<file path="src/rtl/vga_frame_decoder.sv">
`default_nettype none
// ============================================================================
//  Module   : vga_frame_decoder
//  Brief    : Recovers frame timing from a sampled VGA stream, locks onto it,
//             and reports per-frame red bounding box, green pixel count and
//             a saturating timing-error count.
//  Revision : 1.0 - initial release
// ============================================================================
module vga_frame_decoder #(
    parameter int H_TOTAL     = 800,
    parameter int H_ACT_START = 144,
    parameter int V_TOTAL     = 525,
    parameter int V_ACT_START = 35,
    parameter int H_ACTIVE    = 640,
    parameter int V_ACTIVE    = 480
) (
    input  logic        Clk,
    input  logic        reset,
    input  logic        Pix_En,
    input  logic        vga_h_sync,
    input  logic        vga_v_sync,
    input  logic        vga_r,
    input  logic        vga_g,
    input  logic        vga_b,
    output logic        Locked,
    output logic        Frame_Done,
    output logic        Red_Valid,
    output logic [9:0]  Red_L,
    output logic [9:0]  Red_R,
    output logic [9:0]  Red_T,
    output logic [9:0]  Red_B,
    output logic [18:0] Green_Count,
    output logic [7:0]  Err_Count
);

    localparam logic [1:0] c_ST_HUNT = 2'd0;
    localparam logic [1:0] c_ST_SYNC = 2'd1;
    localparam logic [1:0] c_ST_LOCK = 2'd2;

    localparam logic [9:0] c_CNT_MAX     = 10'd1023;
    localparam logic [9:0] c_H_LAST      = 10'(H_TOTAL - 1);
    localparam logic [9:0] c_V_LAST      = 10'(V_TOTAL - 1);
    localparam logic [9:0] c_H_ACT_FIRST = 10'(H_ACT_START);
    localparam logic [9:0] c_H_ACT_LAST  = 10'(H_ACT_START + H_ACTIVE - 1);
    localparam logic [9:0] c_V_ACT_FIRST = 10'(V_ACT_START);
    localparam logic [9:0] c_V_ACT_LAST  = 10'(V_ACT_START + V_ACTIVE - 1);

    logic [1:0]  r_state;
    logic [9:0]  r_h_cnt;
    logic [9:0]  r_v_cnt;
    logic        r_hs_prev;
    logic        r_vs_prev;
    logic        r_first_hs;

    logic [9:0]  r_work_l;
    logic [9:0]  r_work_r;
    logic [9:0]  r_work_t;
    logic [9:0]  r_work_b;
    logic        r_work_any;
    logic [18:0] r_work_green;

    logic        w_hs_fall;
    logic        w_vs_fall;
    logic [9:0]  w_h_next;
    logic        w_active;
    logic [9:0]  w_x;
    logic [9:0]  w_y;
    logic        w_tracking;
    logic        w_line_err;
    logic        w_frame_err;
    logic        w_err_any;
    logic [1:0]  w_err_inc;
    logic [8:0]  w_err_sum;
    logic        w_unused;

    // Blue carries no information for this block; it is only sampled.
    assign w_unused = vga_b;

    // Edge detection on the pixel-rate samples; VS is only looked at on HS edges.
    assign w_hs_fall = Pix_En & r_hs_prev & ~vga_h_sync;
    assign w_vs_fall = w_hs_fall & r_vs_prev & ~vga_v_sync;

    // Position of the current sample: 0 on the HS falling edge, then counting up.
    assign w_h_next = w_hs_fall ? 10'd0 :
                      (r_h_cnt == c_CNT_MAX) ? c_CNT_MAX : (r_h_cnt + 10'd1);

    assign w_active = Pix_En &&
                      (w_h_next >= c_H_ACT_FIRST) && (w_h_next <= c_H_ACT_LAST) &&
                      (r_v_cnt  >= c_V_ACT_FIRST) && (r_v_cnt  <= c_V_ACT_LAST);
    assign w_x = w_h_next - c_H_ACT_FIRST;
    assign w_y = r_v_cnt - c_V_ACT_FIRST;

    // Both checks look at the counters before this edge clears them, so a
    // coincident HS/VS edge sees the line check and the frame check in turn.
    assign w_tracking  = (r_state != c_ST_HUNT);
    assign w_line_err  = w_tracking & w_hs_fall & ~r_first_hs & (r_h_cnt != c_H_LAST);
    assign w_frame_err = w_tracking & w_vs_fall & (r_v_cnt != c_V_LAST);
    assign w_err_any   = w_line_err | w_frame_err;
    assign w_err_inc   = {1'b0, w_line_err} + {1'b0, w_frame_err};
    assign w_err_sum   = {1'b0, Err_Count} + {7'd0, w_err_inc};

    assign Locked = (r_state == c_ST_LOCK);

    // Horizontal/vertical counters and the previous-sync samples.
    always_ff @(posedge Clk) begin
        if (reset) begin
            r_h_cnt   <= 10'd0;
            r_v_cnt   <= 10'd0;
            r_hs_prev <= 1'b1;
            r_vs_prev <= 1'b1;
        end else if (Pix_En) begin
            r_hs_prev <= vga_h_sync;
            r_h_cnt   <= w_h_next;
            if (w_hs_fall) begin
                r_vs_prev <= vga_v_sync;
                if (w_vs_fall)
                    r_v_cnt <= 10'd0;
                else if (r_v_cnt != c_CNT_MAX)
                    r_v_cnt <= r_v_cnt + 10'd1;
            end
        end
    end

    // Lock state machine: HUNT -> SYNC -> LOCK, any checked error drops to HUNT.
    always_ff @(posedge Clk) begin
        if (reset) begin
            r_state <= c_ST_HUNT;
        end else if (w_hs_fall) begin
            if (w_vs_fall) begin
                if (r_state == c_ST_HUNT)
                    r_state <= c_ST_SYNC;
                else
                    r_state <= w_err_any ? c_ST_HUNT : c_ST_LOCK;
            end else if (w_line_err) begin
                r_state <= c_ST_HUNT;
            end
        end
    end

    // The line ending on the first HS edge after (re)hunting has unknown length.
    always_ff @(posedge Clk) begin
        if (reset)
            r_first_hs <= 1'b1;
        else if (w_hs_fall)
            r_first_hs <= w_err_any;
    end

    // Working accumulators for the frame in progress, restarted every VS edge.
    always_ff @(posedge Clk) begin
        if (reset || w_vs_fall) begin
            r_work_l     <= c_CNT_MAX;
            r_work_r     <= 10'd0;
            r_work_t     <= c_CNT_MAX;
            r_work_b     <= 10'd0;
            r_work_any   <= 1'b0;
            r_work_green <= 19'd0;
        end else if (w_tracking && w_active) begin
            if (vga_r) begin
                r_work_any <= 1'b1;
                if (w_x < r_work_l) r_work_l <= w_x;
                if (w_x > r_work_r) r_work_r <= w_x;
                if (w_y < r_work_t) r_work_t <= w_y;
                if (w_y > r_work_b) r_work_b <= w_y;
            end
            if (vga_g)
                r_work_green <= r_work_green + 19'd1;
        end
    end

    // Published results, Frame_Done pulse and the saturating error counter.
    always_ff @(posedge Clk) begin
        if (reset) begin
            Frame_Done  <= 1'b0;
            Red_Valid   <= 1'b0;
            Red_L       <= 10'd0;
            Red_R       <= 10'd0;
            Red_T       <= 10'd0;
            Red_B       <= 10'd0;
            Green_Count <= 19'd0;
            Err_Count   <= 8'd0;
        end else begin
            Frame_Done <= 1'b0;
            if (w_err_any)
                Err_Count <= w_err_sum[8] ? 8'hFF : w_err_sum[7:0];
            if (w_vs_fall && w_tracking && !w_err_any) begin
                Frame_Done  <= 1'b1;
                Red_Valid   <= r_work_any;
                Red_L       <= r_work_any ? r_work_l : 10'd0;
                Red_R       <= r_work_any ? r_work_r : 10'd0;
                Red_T       <= r_work_any ? r_work_t : 10'd0;
                Red_B       <= r_work_any ? r_work_b : 10'd0;
                Green_Count <= r_work_green;
            end
        end
    end

endmodule
`default_nettype wire
</file>
<file path="config.mk">
export PLATFORM = sky130hd
export DESIGN_NAME = vga_frame_decoder
export DESIGN_NICKNAME = d
export VERILOG_FILES = /design/src/rtl/vga_frame_decoder.sv
export SDC_FILE = /design/constraint.sdc
export NUM_CORES = 1
export LEC_CHECK = 0
export ABC_AREA = 0
export CORE_UTILIZATION = 30
export DETAILED_ROUTE_END_ITERATION = 7
export GPL_TIMING_DRIVEN = 0
export HOLD_SLACK_MARGIN = 0.15
export PLACE_DENSITY_LB_ADDON = 0.2
export SETUP_SLACK_MARGIN = 0.4
export SLEW_MARGIN = 20
export SYNTH_ARGS = -nofsm -noshare
export SYNTH_HDL_FRONTEND = slang
export SYNTH_SLANG_ARGS = --single-unit
</file>
<file path="constraint.sdc">
create_clock -name Clk -period 5.25 [get_ports Clk]
set_input_delay 0.7875 -clock Clk [delete_from_list [all_inputs] [get_ports Clk]]
set_output_delay 0.7875 -clock Clk [all_outputs]
set_load 0.01 [all_outputs]
</file>
**Word level (Yosys, flattened, before mapping)**

Index checks and enable logic that the tools add are counted.

- Memory bits (read-only): 0
- Input port bits: 8
- RAM bits: 0
- Memories kept: 0
- Output and inout port bits: 70
- Word-level logic and storage cells: 89
- Register bits after elaboration: 154
- Latch bits: 0

- Add/sub/neg operators: 7
- Shift operators: 0
- Bitwise operators: 13
- Multiplexer cells: 14
- Multipliers: 0
- Divide/modulo/power cells: 0
- Order comparisons: 8
- Equality and inequality tests: 5
- Reduce and logical (&&, ||, !) cells: 22

Operators by type and width:

| kind | count |
|---|---|
| two-way mux 10 bit | 8 |
| != test 10 bit (second input constant) | 3 |
| adder 10 x 1 -> 10 bit (second input constant) | 2 |
| greater-than comparator 10 bit | 2 |
| less-or-equal comparator 10 bit (second input constant) | 2 |
| < comparator 10 bit | 2 |
| adder 19 x 1 -> 19 bit (second input constant) | 1 |
| AND reduction 3 bit | 5 |
| equality test 10 bit (second input constant) | 1 |
| >= comparator 10 x 6 -> 1 bit (second input constant) | 1 |
| >= comparator 10 x 8 -> 1 bit (second input constant) | 1 |
| subtractor 10 x 6 -> 10 bit (second input constant) | 1 |
| subtractor 10 x 8 -> 10 bit (second input constant) | 1 |
| adder 8 x 2 -> 9 bit | 1 |
| AND 1 bit | 9 |
| two-way mux 2 bit | 4 |
| two-way mux 8 bit | 1 |
| AND reduction 2 bit | 4 |
| logical AND 1 bit | 7 |
| nonzero test 2 bit | 3 |
| NOT 1 bit | 3 |
| adder 1 x 1 -> 2 bit | 1 |
| equality test 2 bit (second input constant) | 1 |
| logical NOT 2 bit | 1 |
| 4 further kinds | 4 |

**Depth between registers and ports, before layout**

- Depth in word-level cells: 10
- Gate-level depth with buffers: 18
- Depth with buffers taken out: 15

**Worst setup path after synthesis**

No wires, ideal clock.

- Path type: input port to flip-flop
- Start point: in Pix_En
- End point: reg r_work_r[0]
- Library setup time: 0.072 ns
- Data arrival time: 3.711 ns
- Stages on the path: 16
- Path buffers: 2
- Setup slack: 1.468 ns
- Data required time: 5.178 ns
- Cell sequence: inv_1 nor3b_1 clkbuf_1 a31o_2 ha_1 a31oi_1 xnor2_1 nand2_1 ha_1 nand4_1 nor2_1 nand2_1 o221ai_1 and3_1 buf_2 mux2i_1

- Elaborated cells on any way between the ends: 16
- Those cells by class: add/sub: 1; order compare: 3; mux: 1; bitwise: 4; reduce/logical: 7

RTL lines:

| item | line | source |
|---|---|---|
| from (decl) | 19 | `input logic Pix_En,` |
| AND 1 bit (2 in series) | 80 | `assign w_hs_fall = Pix_En & r_hs_prev & ~vga_h_sync;` |
| two-way mux 10 bit | 84 | `assign w_h_next = w_hs_fall ? 10'd0 :` |
| subtractor 10 x 8 -> 10 bit | 90 | `assign w_x = w_h_next - c_H_ACT_FIRST;` |
| net w_x[8] | 66 | `logic [9:0] w_x;` |
| greater-than comparator 10 bit | 161 | `if (w_x > r_work_r) r_work_r <= w_x;` |
| AND reduction 3 bit (no line) | n/a |  |
| to (signal assigned) | 161 |  |
| to (decl) | 56 | `logic [9:0] r_work_r;` |

The timed path passes the listed nets, and every way through them passes these cells.
A chain may end at the register's enable or synchronous reset.

**Worst setup path after layout**

Ends and elaborated chain as after synthesis.

==> results.toml <==
[final_layout]
multiInputGateArea_mm2 = 0.00404
synthToLayoutAreaGrowth_pct = 23.4
final-seq-area_mm2 = 0.00308
fillers = 2606
layout.cells.non_filler = 1368
n_antenna_cell = 0
drive_above_1_share_pct = 5.36
design_area_mm2 = 0.00933
num-nets-final = 1084

[critical_path]
end_kind = "flop"
cp_max_fo = 10
crit_chain = "clkdlybuf4s50_1 -> inv_1 -> nor3b_4 -> clkbuf_4 -> a31o_2 -> ha_1 -> a31oi_1 -> xnor2_1 -> nand2_1 -> ha_1 -> nand4_1 -> nor2_1 -> nand2_1 -> o221ai_1 -> and3_1 -> buf_2 -> mux2i_1"
critPathKind = "input pin to flop"
rr_startpoint = "r_h_cnt[1]"
critPathSlowestCell = "clkdlybuf4s50_1"
slowest_delay_ps = 610
cp.required_ps = 5600
cp-start-kind = "input pin"
cp.arrival_ps = 4850
startpoint = "Pix_En"

[global_routing]
use_met2_pct = 27.4
grt_pass1_wl_mm = 35.0
grt_max_degree = 17
met3_usage_pct = 3.62
grt_overflow = 0
grt_usage_pct = 17.1
busiest_layer = "met2"
grt_pass1_vias = 6506
grt_util_met1_pct = 23.1
antenna_found_initial = 0

[worst_hold_path]
hold_start = "Red_R[7]"
min_path_type = "flop to flop"

[synthesis]
avgSynthCellArea_um2 = 8.07
ys_ff_latch = 154
syn-cell-area_mm2 = 0.00756
synthCells = 936
synthesis.nets = 989
synthFlopType = "dfxtp_1"
ys_types = 59
yosys-top-cells-area = "dfxtp_1 41%, ha_1 7.3%, nand2_1 6.9%"
synth.top_cell.area_share_pct = 40.8
yosys_warnings = 0
synth-edff-count = 0
ys_seq_area_share_pct = 40.8
async_flop_share_pct = 0
yosys.area.top_type = "dfxtp_1"

[pwr]
peakVddDrop_v = 0.000143
p_leak_nw = 3.36
total_power_w = 0.00251
power_density_mw_per_mm2 = 269

[timing]
max_slew_margin_pct = 48.4
hold_violations = 0
post-route-min-period_ps = 4500
rsz0062_at_grt = "false"
drv_slew = 0
skew_ps = 13.0
fin_crit_sh_pct = 85.7
finalSetupViolations = 0
worst_pin_slew_ps = 766
max_freq_mhz = 222

[floorplanning]
ios = 78
die_h_um = 161
die_x_um = 161
core_area_mm2 = 0.0245
num_rows = 57
initial_core_util_pct = 30.8
dieArea_mm2 = 0.0258

[clock_network]
numCtsBuffers = 17
cts_root_buf = "clkbuf_16"
cts_hold_buffers = 0
clock_latency_ps = 430
tritoncts = "yes"
numClockSinks = 154
path_clk_slew_ps = 70
clockBufferDepth = 2
h-tree-depth = 4

[outcome]
status = "completed"

[job]
cap_violations = 0

[detailed_routing]
totalWireLength_mm = 21.2
dr.pass1.iters = 5
viasPerCell = 4.90
route.detailed.wl_per_inst_um = 15.5
drtIter0Drc = 396
via_count = 6708
drc = 0
ant_nets = 0

[placed_design]
dp_cells = 1336
placed_area_mm2 = 0.00872
hpwl_mm = 15.7
io_buffers = 76
place_congestion = 0.836
-- routing by layer --
layer / wire length (um) / part of all wire, %
met3: 720 / 3.4
met4: 373 / 1.8
met1: 10500 / 50
met2: 9600 / 45
met5: 0 / 0
-- worst paths after layout --
path                      end  slack [ps]  cells after the start
setup / recovery  r_work_r[0]         750                     17
setup reg to reg  r_work_r[0]         870                     18
hold reg to reg      Red_R[7]         450                      2
hold / removal       Red_R[7]         450                      2
-- logic make-up after synthesis --
family | share of synthesized area [%]
AO/OA/AOI/OAI | 15.4
XOR/XNOR | 3.82
adder cells (fa/ha/maj) | 7.68
buffers and inverters | 5.98
flip-flops | 40.8
multiplexers | 2.91
AND/OR/NAND/NOR | 23.4
-- final cells by class --
| type | count | share of cell area [%] |
|---|---|---|
| Multi-Input combinational cell | 668 | 43.3 |
| Tap cell | 324 | 4.35 |
| Clock inverter | 15 | 1.65 |
| Sequential cell | 154 | 33.1 |
| Timing Repair Buffer | 76 | 8.16 |
| Inverter | 53 | 2.13 |
| Clock buffer | 17 | 4.56 |
| Buffer | 61 | 2.75 |
-- report_power, final --
group          internal [W]  total (W)  leakage, nW  switching, W
Combinational     0.0000260  0.0000920         1.84     0.0000660
Sequential          0.00117    0.00118         1.24    0.00000496
Clock              0.000671    0.00124        0.276      0.000565
Total               0.00187    0.00251         3.36      0.000636
-- critical path: cells and delay by family --
kind,cells,cell delay [ps]
AOI/OAI and AO/OA,3,580
muxes,1,240
buffers and inverters,4,1390
and+or+nand+nor,6,1040
xor gates and xnor gates,1,150
adders and majority gates,2,650
-- what timing repair did --
| item | CTS | global route |
|---|---|---|
| gates resized for setup | 1 | 6 |
| pin swaps | 0 | 0 |
| setup endpoints to repair | 20 | 20 |
| setup buffers | 0 | 0 |
-- registers in the layout, summed over array words and instances, names as in the netlist, 2 cells and up --
name / flops
r_work_green: 19
r_work_l: 10
Red_R: 10
Green_Count: 19
r_work_b: 10
Red_L: 10
r_v_cnt: 10
r_work_r: 10
r_state: 2
Red_B: 10
r_work_t: 10
Red_T: 10
Err_Count: 8
r_h_cnt: 10
-- synth_stat cells (all sizes together), types with 3 or more instances --
library cell and n:
a211o 3, a211oi 8, a21o 8, a21oi 100
a311oi 4, a31oi 9, a41oi 3, and2 3
and3 11, and4 3, buf 9, clkbuf 52
dfxtp 154, ha 44, inv 53, mux2i 22
nand2 139, nand3 67, nand3b 5, nand4 13
nor2 77, nor2b 7, nor3 19, nor4 8
o211ai 10, o21a 4, o21ai 20, o31ai 5
or3 12, or4 6, xnor2 14, xor2 19
-- layout by cell type (no fill, tap or decap), types with 22 or more instances in the layout --
cell	netlist	routed
mux2i_1	22	22
nand2_1	139	139
ha_1	44	44
a21oi_1	100	100
nor2_1	77	77
nand3_1	66	66
clkbuf_1	52	51
clkdlybuf4s50_1	0	76
inv_1	53	53
dfxtp_1	154	154
-- metrics by stage --
step / hold WS, ps / setup TNS (ps) / utilization [%] / setup slack [ps]
2_1_floorplan: 438 / 0 / - / 1470
3_3_place_gp: 440 / -1820 / 35.6 / -124
3_5_place_dp: 444 / -1860 / 35.6 / -123
4_1_cts: 453 / 0 / 37.9 / 503
5_1_grt: 468 / 0 / 38.0 / 416
6_report: 449 / 0 / 38.0 / 753
Note: power is estimated with default switching activity, not from simulation.
